<file path="config.mk">
export PLATFORM = sky130hd
export DESIGN_NAME = mem_port_arbiter
export DESIGN_NICKNAME = d
export VERILOG_FILES = /design/src/rtl/veririsc_pkg.sv /design/src/rtl/arb_starve_cnt.sv /design/src/rtl/mem_port_arbiter.sv
export SDC_FILE = /design/constraint.sdc
export NUM_CORES = 1
export LEC_CHECK = 0
export CORE_MARGIN = 4
export CORE_UTILIZATION = 42
export CTS_BUF_LIST = sky130_fd_sc_hd__clkbuf_2 sky130_fd_sc_hd__clkbuf_4 sky130_fd_sc_hd__clkbuf_8
export DETAILED_ROUTE_END_ITERATION = 8
export PLACE_DENSITY_LB_ADDON = 0.05
export SETUP_SLACK_MARGIN = 0.2
export SLEW_MARGIN = 20
export SYNTH_ARGS = -nofsm -noshare
export SYNTH_HDL_FRONTEND = slang
export SYNTH_HIERARCHICAL = 1
export SYNTH_SLANG_ARGS = --single-unit
</file>
<file path="constraint.sdc">
create_clock -name clk -period 2.6 [get_ports clk]
set_clock_uncertainty 0.05 [all_clocks]
set_input_delay 0.52 -clock clk [delete_from_list [all_inputs] [get_ports clk]]
set_output_delay 0.52 -clock clk [all_outputs]
set_load 0.005 [all_outputs]
</file>
<file path="src/rtl/veririsc_pkg.sv">
// Shared types and constants for the memory port arbiter and its neighbours.
// Holds the arbiter state enum, grant encodings and memory geometry.
package veririsc_pkg;

    localparam int MEM_AWIDTH = 5;
    localparam int MEM_DWIDTH = 8;

    localparam logic GNT_CPU = 1'b0;
    localparam logic GNT_EXT = 1'b1;

    typedef enum logic [1:0] {
        IDLE  = 2'd0,
        ISSUE = 2'd1,
        WAIT  = 2'd2
    } arb_state_t;

endpackage

</file>
<file path="src/rtl/arb_starve_cnt.sv">
// Saturating count of arbitration rounds lost by the external port.
// Ports: clk/rst (async active-low), inc_i, clr_i (wins), sat_o at MAX.
module arb_starve_cnt #(
    parameter int MAX = 3
) (
    input  logic clk,
    input  logic rst,
    input  logic inc_i,
    input  logic clr_i,
    output logic sat_o
);

    logic [3:0] cnt_q;
    logic [3:0] cnt_d;

    assign sat_o = (cnt_q == 4'(MAX));

    always_comb begin
        cnt_d = cnt_q;
        if (clr_i) begin
            cnt_d = '0;
        end else if (inc_i && !sat_o) begin
            cnt_d = cnt_q + 4'd1;
        end
    end

    always_ff @(posedge clk or negedge rst) begin
        if (!rst) begin
            cnt_q <= '0;
        end else begin
            cnt_q <= cnt_d;
        end
    end

endmodule

</file>
<file path="src/rtl/mem_port_arbiter.sv">
// Shares one single-port memory between the CPU and an external port.
// Ports: cpu_*/ext_* request/ack pairs, mem_* memory side, clk, rst (async low).
module mem_port_arbiter
    import veririsc_pkg::*;
#(
    parameter int AWIDTH   = MEM_AWIDTH,
    parameter int DWIDTH   = MEM_DWIDTH,
    parameter int MAX_WAIT = 3
) (
    input  logic              clk,
    input  logic              rst,
    input  logic              cpu_req,
    input  logic              cpu_wr,
    input  logic [AWIDTH-1:0] cpu_addr,
    input  logic [DWIDTH-1:0] cpu_wdata,
    output logic [DWIDTH-1:0] cpu_rdata,
    output logic              cpu_ack,
    output logic              cpu_stall,
    input  logic              ext_req,
    input  logic              ext_wr,
    input  logic [AWIDTH-1:0] ext_addr,
    input  logic [DWIDTH-1:0] ext_wdata,
    output logic [DWIDTH-1:0] ext_rdata,
    output logic              ext_ack,
    output logic [AWIDTH-1:0] mem_addr,
    output logic              mem_rd,
    output logic              mem_wr,
    output logic [DWIDTH-1:0] mem_wdata,
    input  logic [DWIDTH-1:0] mem_rdata
);

    arb_state_t        state_q, state_d;
    logic              gnt_q, gnt_d;
    logic              wr_q, wr_d;
    logic [AWIDTH-1:0] addr_q, addr_d;
    logic [DWIDTH-1:0] wdata_q, wdata_d;
    logic              cpu_ack_q, cpu_ack_d;
    logic              ext_ack_q, ext_ack_d;
    logic [DWIDTH-1:0] cpu_rdata_q, cpu_rdata_d;
    logic [DWIDTH-1:0] ext_rdata_q, ext_rdata_d;

    logic c_req;
    logic e_req;
    logic ext_wins;
    logic cnt_inc;
    logic cnt_clr;
    logic starve_sat;

    // A port whose ack is showing has just finished; keep it out of this round.
    assign c_req = cpu_req & ~cpu_ack_q;
    assign e_req = ext_req & ~ext_ack_q;

    assign ext_wins = e_req & (~c_req | starve_sat);

    arb_starve_cnt #(
        .MAX(MAX_WAIT)
    ) u_starve (
        .clk  (clk),
        .rst  (rst),
        .inc_i(cnt_inc),
        .clr_i(cnt_clr),
        .sat_o(starve_sat)
    );

    always_comb begin
        state_d     = state_q;
        gnt_d       = gnt_q;
        wr_d        = wr_q;
        addr_d      = addr_q;
        wdata_d     = wdata_q;
        cpu_ack_d   = 1'b0;
        ext_ack_d   = 1'b0;
        cpu_rdata_d = cpu_rdata_q;
        ext_rdata_d = ext_rdata_q;
        cnt_inc     = 1'b0;
        cnt_clr     = 1'b0;
        unique case (state_q)
            IDLE: begin
                if (c_req || e_req) begin
                    state_d = ISSUE;
                    if (ext_wins) begin
                        gnt_d   = GNT_EXT;
                        wr_d    = ext_wr;
                        addr_d  = ext_addr;
                        wdata_d = ext_wdata;
                        cnt_clr = 1'b1;
                    end else begin
                        gnt_d   = GNT_CPU;
                        wr_d    = cpu_wr;
                        addr_d  = cpu_addr;
                        wdata_d = cpu_wdata;
                        cnt_inc = e_req;
                    end
                end
            end
            ISSUE: begin
                state_d = WAIT;
            end
            WAIT: begin
                state_d = IDLE;
                if (gnt_q == GNT_EXT) begin
                    ext_ack_d = 1'b1;
                    if (!wr_q) begin
                        ext_rdata_d = mem_rdata;
                    end
                end else begin
                    cpu_ack_d = 1'b1;
                    if (!wr_q) begin
                        cpu_rdata_d = mem_rdata;
                    end
                end
            end
            default: begin
                state_d = IDLE;
            end
        endcase
    end

    always_ff @(posedge clk or negedge rst) begin
        if (!rst) begin
            state_q     <= IDLE;
            gnt_q       <= GNT_CPU;
            wr_q        <= 1'b0;
            addr_q      <= '0;
            wdata_q     <= '0;
            cpu_ack_q   <= 1'b0;
            ext_ack_q   <= 1'b0;
            cpu_rdata_q <= '0;
            ext_rdata_q <= '0;
        end else begin
            state_q     <= state_d;
            gnt_q       <= gnt_d;
            wr_q        <= wr_d;
            addr_q      <= addr_d;
            wdata_q     <= wdata_d;
            cpu_ack_q   <= cpu_ack_d;
            ext_ack_q   <= ext_ack_d;
            cpu_rdata_q <= cpu_rdata_d;
            ext_rdata_q <= ext_rdata_d;
        end
    end

    // Address and data come from the grant latches, so they hold through WAIT.
    assign mem_addr  = addr_q;
    assign mem_wdata = wdata_q;
    assign mem_rd    = (state_q == ISSUE) & ~wr_q;
    assign mem_wr    = (state_q == ISSUE) & wr_q;

    assign cpu_ack   = cpu_ack_q;
    assign ext_ack   = ext_ack_q;
    assign cpu_rdata = cpu_rdata_q;
    assign ext_rdata = ext_rdata_q;
    assign cpu_stall = cpu_req & ~cpu_ack_q;

endmodule

</file>
== Word level (Yosys, flattened, before mapping) ==
Index checks and enable logic that the tools add are counted.
Storage, ports and cells
  input port bits: 40
  bits in registers: 39
Operators by class
  muxes and demuxes: 17
  eq/ne operators: 4
  bitwise operators: 11
  reductions and logical operators: 8
  add/sub/neg operators: 1
Operator list (number)
  2-to-1 mux 1 bit: 11
  2-to-1 mux 4 bit: 2
  2-to-1 mux 8 bit: 1
  AND reduction 3 bit: 2
  bitwise AND 1 bit: 5
  2-to-1 mux 5 bit: 1
  inverter 1 bit: 5
  adder 4 x 1 -> 4 bit, second input constant: 1
  equality test 4 x 2 -> 1 bit, second input constant: 1
  case mux 2 bit (2 select lines): 1
  equality test 2 x 1 -> 1 bit, second input constant: 1
  equality test 2 bit, second input constant: 1
  zero test 2 bit: 1
  2-to-1 mux 2 bit: 1
  != test 2 bit, second input constant: 1
  AND reduction 2 bit: 1
  nonzero test 2 bit: 1
  logical AND 1 bit: 1
  zero test 1 bit: 1
  logical OR 1 bit: 1
  OR 1 bit: 1

== Logic depth before layout (Yosys ltp) ==
  depth after elaboration: 11
  gate-level depth with buffers: 9
  depth with buffers taken out: 7

== By module ==
The synthesis kept the hierarchy.
Modules (own cells, without submodules)
  mem_port_arbiter: area each 1823.0 um^2, instances 1, seq. area each 875.8 um^2, cells each 141
  arb_starve_cnt: area each 221.5 um^2, instances 1, seq. area each 100.1 um^2, cells each 20

== Least setup slack after synthesis ==
Ideal clock, no wire load.
  path type: flip-flop to flip-flop
  from: reg u_starve.cnt_q[0]
  to: reg u_starve.cnt_q[0]
  library setup time: 125 ps
  data required time: 2425 ps
  data arrival time: 2245 ps
  path slack: 180 ps
  cell stages (with the launch flop): 9
  period minus slack after synthesis: 2420 ps
  path through: dfrtp_1 ha_1 nor3b_2 or3b_1 buf_6 buf_6 nor3_1 nor2b_2 mux2_4
On the way
  longest elaborated chain between the ends: 8
RTL lines
  start: declaration: line arb_starve_cnt.sv:13  | logic [3:0] cnt_q;
  start signal: assignment: line arb_starve_cnt.sv:31  | cnt_q <= cnt_d;
  equality test 4 x 2 -> 1 bit: line arb_starve_cnt.sv:16  | assign sat_o = (cnt_q == 4'(MAX));
  named net starve_sat: line mem_port_arbiter.sv:47  | logic starve_sat;
  OR 1 bit: line mem_port_arbiter.sv:53  | assign ext_wins = e_req & (~c_req | starve_sat);
  bitwise AND 1 bit: line mem_port_arbiter.sv:53
  2-to-1 mux 1 bit: line mem_port_arbiter.sv:81  | if (ext_wins) begin
  2-to-1 mux 1 bit: line mem_port_arbiter.sv:79  | if (c_req || e_req) begin
  2-to-1 mux 1 bit: line mem_port_arbiter.sv:77  | unique case (state_q)
  named net cnt_inc: line mem_port_arbiter.sv:45  | logic cnt_inc;
  logical AND 1 bit: line arb_starve_cnt.sv:22  | end else if (inc_i && !sat_o) begin
  nonzero test 2 bit (no line)
The timed path passes the listed nets, and every way through them passes these cells. The select of a mux whose other input is x is not followed.
A chain may end at the register's enable or synchronous reset.

== Worst setup path in the final report ==
  from: in cpu_req
  to: out cpu_stall
On the way
  longest elaborated chain between the ends: 1
RTL lines
  start: declaration: line mem_port_arbiter.sv:12  | input logic cpu_req,
  bitwise AND 1 bit: line mem_port_arbiter.sv:153  | assign cpu_stall = cpu_req & ~cpu_ack_q;
  end: declaration: line mem_port_arbiter.sv:18  | output logic cpu_stall,
Every way passes these cells.

==> reports/results.txt <==
outcome = complete, no violations
Synth Net Count = 202
post-synthesis cell type count = 35
top-area cell type share of the netlist area = 47.7%
GRT met1 Usage = 22.8%
drt first-iter violations = 67
CP Launch Type = primary input
clk sinks = 39
crit path kind = primary input to output port
complex-gate fraction of the synthesized area = 22.2%
Rel. slew slack = 41.3%
Tcrit/Tclk final = 86.8%
ys async rst share = 100%
RePlAce Congestion = 0.760
initial core utilization = 43.3%
footprint of the multi-input gates = 975 µm²
HPWL after DPL = 3450 µm
Final Critical Period = 2.26 ns
First-pass DRT Iterations = 4
Gate Count Post-Synth = 161
sequential fraction of the synthesis area = 47.7%
pwr dens = 1060 mW/mm²
initial antenna violation count = 0
n_diodes = 0
gr usage total = 16.8%
Worst-path clk slew = 0.07 ns
Routed Antenna Nets = 0
max-slew violations = 0
core area = 0.00472 mm²
WL/cell = 16.1 µm
fin cells = 301
Reg area = 976 µm²
GRT busiest layer = met2
layout cells sized above 1 = 17.5%
FF+latch count, synth = 39
RSZ-0062 raised after global routing = false
mux cell area share after synthesis = 10.0%
via count = 1557
Port Buffer Count = 73
die width = 77.8 µm
synth warn = 6
Finished Core Util = 62.2%
GR met2 Demand/Resource = 25.9%
combinational family with the most area after synthesis = compound AO/OA/AOI/OAI gates
max cap viols = 0
# fillers = 374
TNS Setup = 0 ns
cts bufs inserted = 5
GR met3 Demand/Resource = 4.87%
post-cts resize count = 0
fin worst setup slack = 0.344 ns
Synth area leaders = dfrtp_1, mux2_1, a221oi_2
Mean Syn Cell Area = 12.7 µm²
pin slew with the least headroom to its limit = 0.881 ns
largest net degree at the start of global routing = 40
worst vdd ir = 0.451 mV
commonest cells after routing, fill and taps aside = clkdlybuf4s50_1, dfrtp_1, mux2_1, and3b_1, a221oi_2
CP Capture Type = output port
Post-CTS Setup Inserts = 0
H-Tree Depth = 2
Final setup violation count = 0
EDFF count, synth = 0
Hold Vio Cnt, Final = 0
Fmax achieved = 443 MHz
type of the most critical hold path = primary input to asynchronous set/reset pin
WL final = 4840 µm
Critical Path AT = 1.69 ns
Req. time, crit path = 2.03 ns
largest area contributor in the netlist = dfrtp_1
Clock Tree Buf Depth = 2
Max Fanout on Critical Path = 3
# rows = 25
CTS Root Buffer Type = clkbuf_8
simple-gate share of the synthesized area = 14.2%
first-pass GRT wire length = 8070 µm
DRC = 0
clk_lat worst skew = 0.29 ns
die area = 0.00605 mm²
CTS tree = built
DR vias/cell = 5.17
Synth Area in XOR/XNOR = 0.428%
io pins = 74
vias in the first global route = 1591
Synth Area in Adders = 0.612%
Leakage = 0.00124 µW
Main synth FF type = dfrtp_1
DP Worst Slack = 0.177 ns
nets = 274
CTS Hold Bufs = 0
chip height = 77.8 µm
Placed Cells = 293
Area Overhead vs Synth = 43.6%
grt ovf = 0
commonest non-fill, non-tap cell in the layout = clkdlybuf4s50_1
mapped cell area = 0.00204 mm²
-- synth_stat cells (2+ instances only) --
master,n
dfrtp_1,39
mux2_1,16
and3b_1,15
a221oi_2,10
a2bb2oi_2,9
o21ai_0,8
buf_2,7
o21ai_1,6
a221oi_1,4
a2bb2oi_1,4
and2_1,4
clkbuf_1,4
nand2b_1,4
buf_6,3
a21o_1,2
inv_1,2
nand2_1,2
nor2_1,2
nor2b_1,2
nor3_1,2
nor3b_2,2
-- sequential cells by signal, summed over array words and instances (netlist names), 2 cells and up --
register,count
mem_addr,5
mem_wdata,8
state_q,2
u_starve/cnt_q,4
ext_rdata,8
cpu_rdata,8
-- kinds of logic (layout without fill, tap and decap cells) --
| kind of cell | after synthesis | after routing |
|---|---|---|
| AND/OR/NAND/NOR | 39 | 39 |
| flip-flops | 39 | 39 |
| XOR/XNOR | 1 | 1 |
| adder cells (fa/ha/maj) | 1 | 1 |
| multiplexers | 18 | 18 |
| buffers and inverters | 18 | 91 |
| AO/OA/AOI/OAI | 45 | 45 |
-- worst paths after layout --
| kind | from | depth (start not counted) | slack [ns] | endpoint |
|---|---|---|---|---|
| worst max register to register | u_starve/cnt_q[0] | 6 | 0.36 | u_starve/cnt_q[0] |
| max in group asynchronous | rst | 1 | 1.65 | u_starve/cnt_q[3] |
| worst min register to register | gnt_q | 1 | 0.42 | cpu_ack |
| worst max-delay path | cpu_req | 4 | 0.34 | cpu_stall |
| min in group clk | gnt_q | 1 | 0.42 | cpu_ack |
| worst min-delay path | rst | 1 | 0.29 | mem_wdata[4] |
-- per-stage QoR --
stage               hold slack [ns]  area, µm²  power [µW]
floorplan                     0.174       2050        1930
global placement              0.403       2820        2590
detailed placement            0.414       2820        2630
CTS                           0.323       2940        3140
global route                  0.379       2940        3310
finish                        0.294       2940        3110
-- per-layer routing --
layer | part of all wire [%] | vias to the layer above
met5 | 0 | -
met4 | 1.2 | 0
met3 | 5.5 | 5
met2 | 47 | 46
met1 | 46 | 760
li1 | - | 746
-- critical path: stages --
cell,delay [ns]
clkdlybuf4s50_1,0.49
nand2b_1,0.09
inv_1,0.08
clkdlybuf4s50_1,0.50
-- final cells by class --
class,instances,area share (%)
Tap cell,67,2.85
Inverter,3,0.383
Clock buffer,5,2.34
Timing Repair Buffer,80,26.5
Multi-Input combinational cell,104,33.2
Sequential cell,39,33.2
Clock inverter,3,1.49
-- where the power goes --
group	internal (µW)	total, µW	switching (µW)
Sequential	886	1060	175
Clock	286	512	226
Combinational	948	1540	587
(Power assumes the default switching activity.)
